[src/rtl/reg_writeback_if.sv]
// Producer, issue and register-file signals of the writeback stage.
interface reg_writeback_if;
  logic        issue_valid;
  logic [2:0]  issue_addr;
  logic [2:0]  chk_addr1;
  logic [2:0]  chk_addr2;
  logic        hazard;
  logic [7:0]  busy;
  logic        alu_valid;
  logic        alu_ready;
  logic [2:0]  alu_addr;
  logic [31:0] alu_value;
  logic        id_valid;
  logic        id_ready;
  logic [2:0]  id_addr;
  logic [31:0] id_value;
  logic [2:0]  write_addr;
  logic [31:0] write_value_alu;
  logic [31:0] write_value_id;
  logic        write_data_sel;
  logic        write_enable;

  modport master (
    output issue_valid, issue_addr, chk_addr1, chk_addr2,
    output alu_valid, alu_addr, alu_value, id_valid, id_addr, id_value,
    input  hazard, busy, alu_ready, id_ready,
    input  write_addr, write_value_alu, write_value_id, write_data_sel, write_enable
  );

  modport slave (
    input  issue_valid, issue_addr, chk_addr1, chk_addr2,
    input  alu_valid, alu_addr, alu_value, id_valid, id_addr, id_value,
    output hazard, busy, alu_ready, id_ready,
    output write_addr, write_value_alu, write_value_id, write_data_sel, write_enable
  );
endinterface

[src/rtl/reg_writeback.sv]
// Queues ALU/ID results and drains one register-file write per cycle, plus a pending-write scoreboard.
// Write strobe rises the cycle after acceptance; readiness comes from the registered count only (ALU first).
module reg_writeback #(
  parameter int DEPTH = 4
) (
  input  logic            clk,
  input  logic            rst_n,
  reg_writeback_if.slave  bus
);
  localparam int AW = (DEPTH > 1) ? $clog2(DEPTH) : 1;
  localparam int CW = $clog2(DEPTH + 1);

  logic [2:0]    r_mem_addr  [DEPTH];
  logic [31:0]   r_mem_value [DEPTH];
  logic          r_mem_sel   [DEPTH];
  logic [AW-1:0] r_wr_ptr;
  logic [AW-1:0] r_rd_ptr;
  logic [CW-1:0] r_count;
  logic [2:0]    r_write_addr;
  logic [31:0]   r_write_value_alu;
  logic [31:0]   r_write_value_id;
  logic          r_write_data_sel;
  logic          r_write_enable;
  logic [7:0]    r_busy;

  logic [CW-1:0] w_free;
  logic          w_alu_push;
  logic          w_id_push;
  logic          w_pop;
  logic [AW-1:0] w_id_slot;
  logic [CW-1:0] w_count_next;
  logic [7:0]    w_busy_next;

  // A pop this cycle never frees space for a push in the same cycle.
  assign w_free        = CW'(DEPTH) - r_count;
  assign bus.alu_ready = (w_free >= CW'(1));
  assign bus.id_ready  = (w_free >= CW'(2)) | ((w_free >= CW'(1)) & ~bus.alu_valid);

  assign w_alu_push   = bus.alu_valid & bus.alu_ready;
  assign w_id_push    = bus.id_valid & bus.id_ready;
  assign w_pop        = (r_count != '0);
  assign w_id_slot    = r_wr_ptr + AW'(w_alu_push);
  assign w_count_next = r_count + CW'(w_alu_push) + CW'(w_id_push) - CW'(w_pop);

  always_ff @(posedge clk) begin
    if (w_alu_push) begin
      r_mem_addr[r_wr_ptr]  <= bus.alu_addr;
      r_mem_value[r_wr_ptr] <= bus.alu_value;
      r_mem_sel[r_wr_ptr]   <= 1'b1;
    end
    if (w_id_push) begin
      r_mem_addr[w_id_slot]  <= bus.id_addr;
      r_mem_value[w_id_slot] <= bus.id_value;
      r_mem_sel[w_id_slot]   <= 1'b0;
    end
  end

  always_ff @(posedge clk or negedge rst_n) begin
    if (!rst_n) begin
      r_wr_ptr <= '0;
      r_rd_ptr <= '0;
      r_count  <= '0;
    end else begin
      r_wr_ptr <= r_wr_ptr + AW'(w_alu_push) + AW'(w_id_push);
      r_rd_ptr <= r_rd_ptr + AW'(w_pop);
      r_count  <= w_count_next;
    end
  end

  always_ff @(posedge clk or negedge rst_n) begin
    if (!rst_n) begin
      r_write_addr      <= '0;
      r_write_value_alu <= '0;
      r_write_value_id  <= '0;
      r_write_data_sel  <= 1'b0;
      r_write_enable    <= 1'b0;
    end else if (w_pop) begin
      r_write_addr      <= r_mem_addr[r_rd_ptr];
      r_write_data_sel  <= r_mem_sel[r_rd_ptr];
      r_write_value_alu <= r_mem_sel[r_rd_ptr] ? r_mem_value[r_rd_ptr] : 32'd0;
      r_write_value_id  <= r_mem_sel[r_rd_ptr] ? 32'd0 : r_mem_value[r_rd_ptr];
      r_write_enable    <= 1'b1;
    end else begin
      r_write_enable    <= 1'b0;
    end
  end

  // Set after clear: a fresh reservation outlives the write retiring this edge.
  always_comb begin
    w_busy_next = r_busy;
    if (r_write_enable) w_busy_next[r_write_addr] = 1'b0;
    if (bus.issue_valid) w_busy_next[bus.issue_addr] = 1'b1;
  end

  always_ff @(posedge clk or negedge rst_n) begin
    if (!rst_n) r_busy <= '0;
    else        r_busy <= w_busy_next;
  end

  assign bus.hazard          = r_busy[bus.chk_addr1] | r_busy[bus.chk_addr2];
  assign bus.busy            = r_busy;
  assign bus.write_addr      = r_write_addr;
  assign bus.write_value_alu = r_write_value_alu;
  assign bus.write_value_id  = r_write_value_id;
  assign bus.write_data_sel  = r_write_data_sel;
  assign bus.write_enable    = r_write_enable;
endmodule

[src/flat_wrapper.sv]
// flat-port wrapper written by rule: the top's interface ports become plain ports
module reg_writeback_flat 
#(
  parameter int DEPTH = 4
)
  (clk, rst_n, bus_issue_valid, bus_issue_addr, bus_chk_addr1, bus_chk_addr2, bus_alu_valid, bus_alu_addr, bus_alu_value, bus_id_valid, bus_id_addr, bus_id_value, bus_hazard, bus_busy, bus_alu_ready, bus_id_ready, bus_write_addr, bus_write_value_alu, bus_write_value_id, bus_write_data_sel, bus_write_enable);
  reg_writeback_if bus_i ();
  input  logic clk;
  input  logic rst_n;
  input wire logic [$bits(bus_i.issue_valid)-1:0] bus_issue_valid;
  input wire logic [$bits(bus_i.issue_addr)-1:0] bus_issue_addr;
  input wire logic [$bits(bus_i.chk_addr1)-1:0] bus_chk_addr1;
  input wire logic [$bits(bus_i.chk_addr2)-1:0] bus_chk_addr2;
  input wire logic [$bits(bus_i.alu_valid)-1:0] bus_alu_valid;
  input wire logic [$bits(bus_i.alu_addr)-1:0] bus_alu_addr;
  input wire logic [$bits(bus_i.alu_value)-1:0] bus_alu_value;
  input wire logic [$bits(bus_i.id_valid)-1:0] bus_id_valid;
  input wire logic [$bits(bus_i.id_addr)-1:0] bus_id_addr;
  input wire logic [$bits(bus_i.id_value)-1:0] bus_id_value;
  output wire logic [$bits(bus_i.hazard)-1:0] bus_hazard;
  output wire logic [$bits(bus_i.busy)-1:0] bus_busy;
  output wire logic [$bits(bus_i.alu_ready)-1:0] bus_alu_ready;
  output wire logic [$bits(bus_i.id_ready)-1:0] bus_id_ready;
  output wire logic [$bits(bus_i.write_addr)-1:0] bus_write_addr;
  output wire logic [$bits(bus_i.write_value_alu)-1:0] bus_write_value_alu;
  output wire logic [$bits(bus_i.write_value_id)-1:0] bus_write_value_id;
  output wire logic [$bits(bus_i.write_data_sel)-1:0] bus_write_data_sel;
  output wire logic [$bits(bus_i.write_enable)-1:0] bus_write_enable;
  assign bus_i.issue_valid = bus_issue_valid;
  assign bus_i.issue_addr = bus_issue_addr;
  assign bus_i.chk_addr1 = bus_chk_addr1;
  assign bus_i.chk_addr2 = bus_chk_addr2;
  assign bus_i.alu_valid = bus_alu_valid;
  assign bus_i.alu_addr = bus_alu_addr;
  assign bus_i.alu_value = bus_alu_value;
  assign bus_i.id_valid = bus_id_valid;
  assign bus_i.id_addr = bus_id_addr;
  assign bus_i.id_value = bus_id_value;
  assign bus_hazard = bus_i.hazard;
  assign bus_busy = bus_i.busy;
  assign bus_alu_ready = bus_i.alu_ready;
  assign bus_id_ready = bus_i.id_ready;
  assign bus_write_addr = bus_i.write_addr;
  assign bus_write_value_alu = bus_i.write_value_alu;
  assign bus_write_value_id = bus_i.write_value_id;
  assign bus_write_data_sel = bus_i.write_data_sel;
  assign bus_write_enable = bus_i.write_enable;
  reg_writeback #(.DEPTH(DEPTH)) u_core (.clk(clk), .rst_n(rst_n), .bus(bus_i));
endmodule
[config.mk]
export PLATFORM = sky130hd
export DESIGN_NAME = reg_writeback_flat
export DESIGN_NICKNAME = d
export VERILOG_FILES = /design/src/rtl/reg_writeback_if.sv /design/src/rtl/reg_writeback.sv /design/src/flat_wrapper.sv
export SDC_FILE = /design/constraint.sdc
export NUM_CORES = 1
export LEC_CHECK = 0
export CAP_MARGIN = 20
export CELL_PAD_IN_SITES_DETAIL_PLACEMENT = 1
export CELL_PAD_IN_SITES_GLOBAL_PLACEMENT = 1
export CORE_ASPECT_RATIO = 1.1
export CORE_MARGIN = 4
export CORE_UTILIZATION = 30
export DETAILED_ROUTE_END_ITERATION = 7
export PLACE_DENSITY_LB_ADDON = 0.1
export SETUP_SLACK_MARGIN = 0.2
export SYNTH_ARGS = -nofsm -noshare
export SYNTH_HDL_FRONTEND = slang
export SYNTH_SLANG_ARGS = --single-unit
[constraint.sdc]
create_clock -name clk -period 4.7 [get_ports clk]
set_input_delay 1.41 -clock clk [delete_from_list [all_inputs] [get_ports clk]]
set_output_delay 1.41 -clock clk [all_outputs]
set_load 0.1 [all_outputs]
# Word level (Yosys, flattened, before mapping)
# Memory sizes are Yosys's and may differ from the RTL's. A register that Yosys moved wholly into a read port is not among the register bits.
# Index checks and enable logic that the tools add are counted.
# word_totals
regBits	81
ram_bits	144
output_inout_bits	80
word_cells	56
mem_count	3
# op_classes
n_addsub	7
n_lt_le_gt_ge	8
n_mux	17
bitwise_logic	9
n_reduce_logical	4
# mem_list
memory	depth	word_bits	read_ports	rd_ports_with_merged_regs	wr	line_no	text
u_core.r_mem_value	4	32	1	0	2	reg_writeback.sv:14	logic [31:0] r_mem_value [DEPTH];
u_core.r_mem_addr	4	3	1	1	2	reg_writeback.sv:13	logic [2:0] r_mem_addr [DEPTH];
u_core.r_mem_sel	4	1	1	0	2	reg_writeback.sv:15	logic r_mem_sel [DEPTH];
# op_table
op	n
32-bit two-way mux	2
3-bit by 4-bit less-than comparator with 1-bit output (second input constant)	4
8-bit two-way mux	2
3-bit by 1-bit >= comparator with 1-bit output (second input constant)	3
1-bit two-way mux	9
8-bit bitwise AND	1
8-bit inverter	1
8-bit OR	1
2-bit by 1-bit adder with 2-bit output	3
3-bit by 1-bit adder with 3-bit output	2
1-bit binary-select mux with 3-bit select	2
1-bit demux with 3-bit select	2
1-bit bitwise AND	3
3-bit by 2-bit >= comparator with 1-bit output (second input constant)	1
3-bit nonzero test	1
3-bit by 1-bit subtractor with 3-bit output	1
3-bit subtractor (first input constant)	1
1-bit logical AND	2
1-bit OR	2
1-bit zero test	1
1-bit inverter	1

# Logic depth before layout (Yosys ltp)
# depth
depth_word	9
depth_mapped	12
ltp_nobuf	11

# Worst setup path after synthesis
# Ideal clock, no wire load.
# synth_timing
path_type	reg2reg
start	register u_core.r_count[0]
end	memory u_core.r_mem_addr[0][0] (enable)
setup_time_ps	394
arrival_time_ps	4610
setup_slack_ps	-303
stages_incl_launch_ff	13
path_cell_list	dfrtp_1 -> inv_1 -> ha_1 -> ha_1 -> or4b_2 -> clkbuf_1 -> nand2_1 -> inv_1 -> ha_1 -> xor2_1 -> a2111oi_4 -> buf_6 -> a41o_1
# synth_rtl
item	line_no	text
start, declared	reg_writeback.sv:18	logic [CW-1:0] r_count;
start signal, assigned	reg_writeback.sv:66	r_count <= w_count_next;
end, declared	reg_writeback.sv:13	

# Worst setup path in the final report
# layout_timing
start	input bus_chk_addr1[0]
end	output bus_hazard
# layout_via
elab_chain_cells	3
# layout_lines
item	line_no	text
start, declared	flat_wrapper.sv:12	input wire logic [$bits(bus_i.chk_addr1)-1:0] bus_chk_addr1;
1-bit binary-select mux with 3-bit select	reg_writeback.sv:100	assign bus.hazard = r_busy[bus.chk_addr1] | r_busy[bus.chk_addr2];
1-bit two-way mux (not written as such)	reg_writeback.sv:100	
1-bit OR	reg_writeback.sv:100	
end, declared	flat_wrapper.sv:20	output wire logic [$bits(bus_i.hazard)-1:0] bus_hazard;
# Every way passes these cells. The select of a mux whose other input is x is not followed.

==> metrics.cfg <==
[critical_path]
crit_arrival_ns=2.92
reg2reg_slack_ns=0.64
endpoint_kind=primary output
path_buf_inv=2
path_class=input port to primary output
start_kind=input port
cp_cell_sequence=clkdlybuf4s50_1 > mux4_2 > mux2i_1 > nand2_1 > buf_12
cp_max_fo=2
max_stage_delay_ns=0.53
slowest_stage=clkdlybuf4s50_1
critPathTopFamily=buffers and inverters
required_ns=3.29

[global_routing]
grt.met2_usage=0.280
grt_pass1_wl_mm=47.6
grt_pass1_vias=7797
use_met3=0.0389
globalRouteTotalUtil=0.157
grt_max_degree=101
antenna_found_initial=0
use_met1=0.196
gr-total-overflow=0
grt.busiest_layer=met2

[yosys]
syn_nets=833
synth_edf_count=140
syn_area_sq_um=10700
yosys_warnings=0
ys_ff_latch=228
yosysSeqAreaShare=0.595
syn_inst=739
synth_ff_type=edfxtp_1
synth.top_cell.area_share=0.392
avgSynthCellArea_sq_um=14.5
async_reset_ff_frac=0.368
synth_top_cell_by_area=edfxtp_1
yosys.cell_types.count=38
synthTopCellsByArea=edfxtp_1 (39%), dfrtp_1 (20%), mux2_2 (14%)

[timing]
rsz0062_at_grt=no
tns_ns=0
finalMaxSlewViolations=0
fmax_mhz=231
holdWs_ns=0.461
tightest_slew_ns=1.08
period_needed_ns=4.33
slew_headroom=0.276
setup_viol=0
fin_crit_sh=0.922
skew_ns=0.0126
hold_violations=0

[layout]
synthToLayoutAreaGrowth_pct=28.7
fin_cells=1410
postLayoutCoreUtil=0.392
nNetsFinal=1003
seq_area_sq_um=6390
drive_above_1_share=0.284
fill_cells=3620
multi_input_area_sq_um=4070
antennaDiodeCount=0

[hold_path]
hold_class=flop to flop

[clock_network]
clk_latency_ns=0.53
cts-root-buf=clkbuf_16
clkSinkCount=228
cts-hold-fix-buffers=0
clkSlewWorstSetupHoldPaths_ns=0.06
clock_path_buffers=3
postCtsSetupBuffers=0
numCtsBuffers=27
ctsHtreeMaxLevel=1
cts_tree=yes
post_cts_resized=0

[route]
first_iter_violations=255
totalWireLength_mm=30.5
vias=6750
routedWlPerCell_um=21.6
route.detailed.drc=0
dr.pass1.iters=4
antenna_left=0
viasPerCell=4.79

[floorplan]
fp.dieH_um=206
chipWidth_um=188
initial_core_util=0.305
io_pins=164
core-area_sq_um=35200
die_area_sq_um=38900
num_rows=72

[outcome]
status=completed

[place]
place_inst=1361
portBuffers=163
place_hpwl_mm=20.0
gp_congestion=0.731

[run]
cap_viol_max_count=0

[final timing paths]
| kind | end | startpoint | cells after the start |
|---|---|---|---|
| worst min register to register | u_core.r_mem_sel[3]$_SDFF_PP0_ | u_core.r_mem_sel[3]$_SDFF_PP0_ | 2 |
| worst max-delay path | bus_hazard | bus_chk_addr1[0] | 5 |
| max in group asynchronous | u_core.bus.write_data_sel$_DFFE_PN0N_ | rst_n | 2 |
| worst max register to register | u_core.r_mem_value[1][17]$_DFFE_PP_ | u_core.r_count[0]$_DFF_PN0_ | 11 |
| worst min-delay path | u_core.r_mem_sel[3]$_SDFF_PP0_ | u_core.r_mem_sel[3]$_SDFF_PP0_ | 2 |
| min in group asynchronous | u_core.bus.busy[4]$_DFF_PN0_ | rst_n | 1 |
[cells in the final DEF (no fill, tap or decap), types with 3 or more instances in the layout]
cell type | netlist | layout
nand2_1 | 117 | 115
dfxtp_1 | 4 | 4
nand2b_1 | 38 | 38
o21ai_0 | 44 | 44
edfxtp_1 | 140 | 140
inv_1 | 13 | 13
mux2_4 | 7 | 7
clkinv_2 | 0 | 6
buf_4 | 2 | 23
mux4_2 | 40 | 40
ha_1 | 8 | 7
nand3_1 | 32 | 32
xnor2_1 | 3 | 3
mux2_2 | 133 | 133
clkdlybuf4s50_1 | 0 | 159
dfrtp_1 | 84 | 82
o31ai_1 | 4 | 4
clkbuf_1 | 17 | 6
buf_12 | 0 | 3
clkbuf_16 | 0 | 28
[layout make-up]
type | instances | area share
repair buffers | 185 | 0.132
inverters | 14 | 0.00380
clock inverters | 13 | 0.00888
flip-flops and latches | 228 | 0.463
well taps | 481 | 0.0436
clock buffers | 36 | 0.0543
multi-input cells | 453 | 0.295
[state kept, by name (all words and copies together), names as in the netlist, 3 cells and up]
register                    count
u_core.bus.write_value_alu     32
u_core.r_mem_value            128
u_core.r_mem_sel                4
u_core.r_count                  3
u_core.bus.write_addr           3
u_core.bus.write_value_id      32
u_core.bus.busy                 8
u_core.r_mem_addr              12
[cell families (layout without fill, tap and decap cells)]
logic type | after synthesis | after routing | share of synthesized area
flip-flops | 228 | 228 | 0.595
buffers and inverters | 58 | 248 | 0.0298
AO/OA/AOI/OAI | 61 | 61 | 0.0394
multiplexers | 182 | 182 | 0.235
AND/OR/NAND/NOR | 194 | 194 | 0.0823
adder cells (fa/ha/maj) | 10 | 10 | 0.0131
XOR/XNOR | 6 | 6 | 0.00559
[layer usage]
metal | vias to the layer above | share of wire
met2 | 152 | 0.51
met5 | - | 0
met3 | 32 | 0.063
met4 | 0 | 0.013
met1 | 3485 | 0.42
li1 | 3081 | -
[stage by stage]
stage	setup slack, ns	cell area, sq um
global route	0.281	13800
finish	0.369	13800
CTS	0.353	13800
floorplan	0.204	10700
global placement	0.404	12900
detailed placement	0.360	12900
[cell usage after synthesis (all sizes together) (4+ instances only)]
| library cell | count |
|---|---|
| inv | 14 |
| o31ai | 4 |
| clkbuf | 17 |
| nand2b | 38 |
| mux4 | 40 |
| nand2 | 117 |
| edfxtp | 140 |
| xnor2 | 4 |
| dfxtp | 4 |
| nand3 | 32 |
| buf | 27 |
| dfrtp | 84 |
| ha | 8 |
| o21ai | 44 |
| mux2 | 140 |
[worst min-delay path: cells and delay by family (launching register included)]
kind            cells  cell delay, ns
buf+inv             1            0.04
flops               1            0.31
compound gates      1            0.06
Power is left out: the tool's default activity adds up to more than one toggle a clock period on the data nets, which glitch-free logic cannot reach.
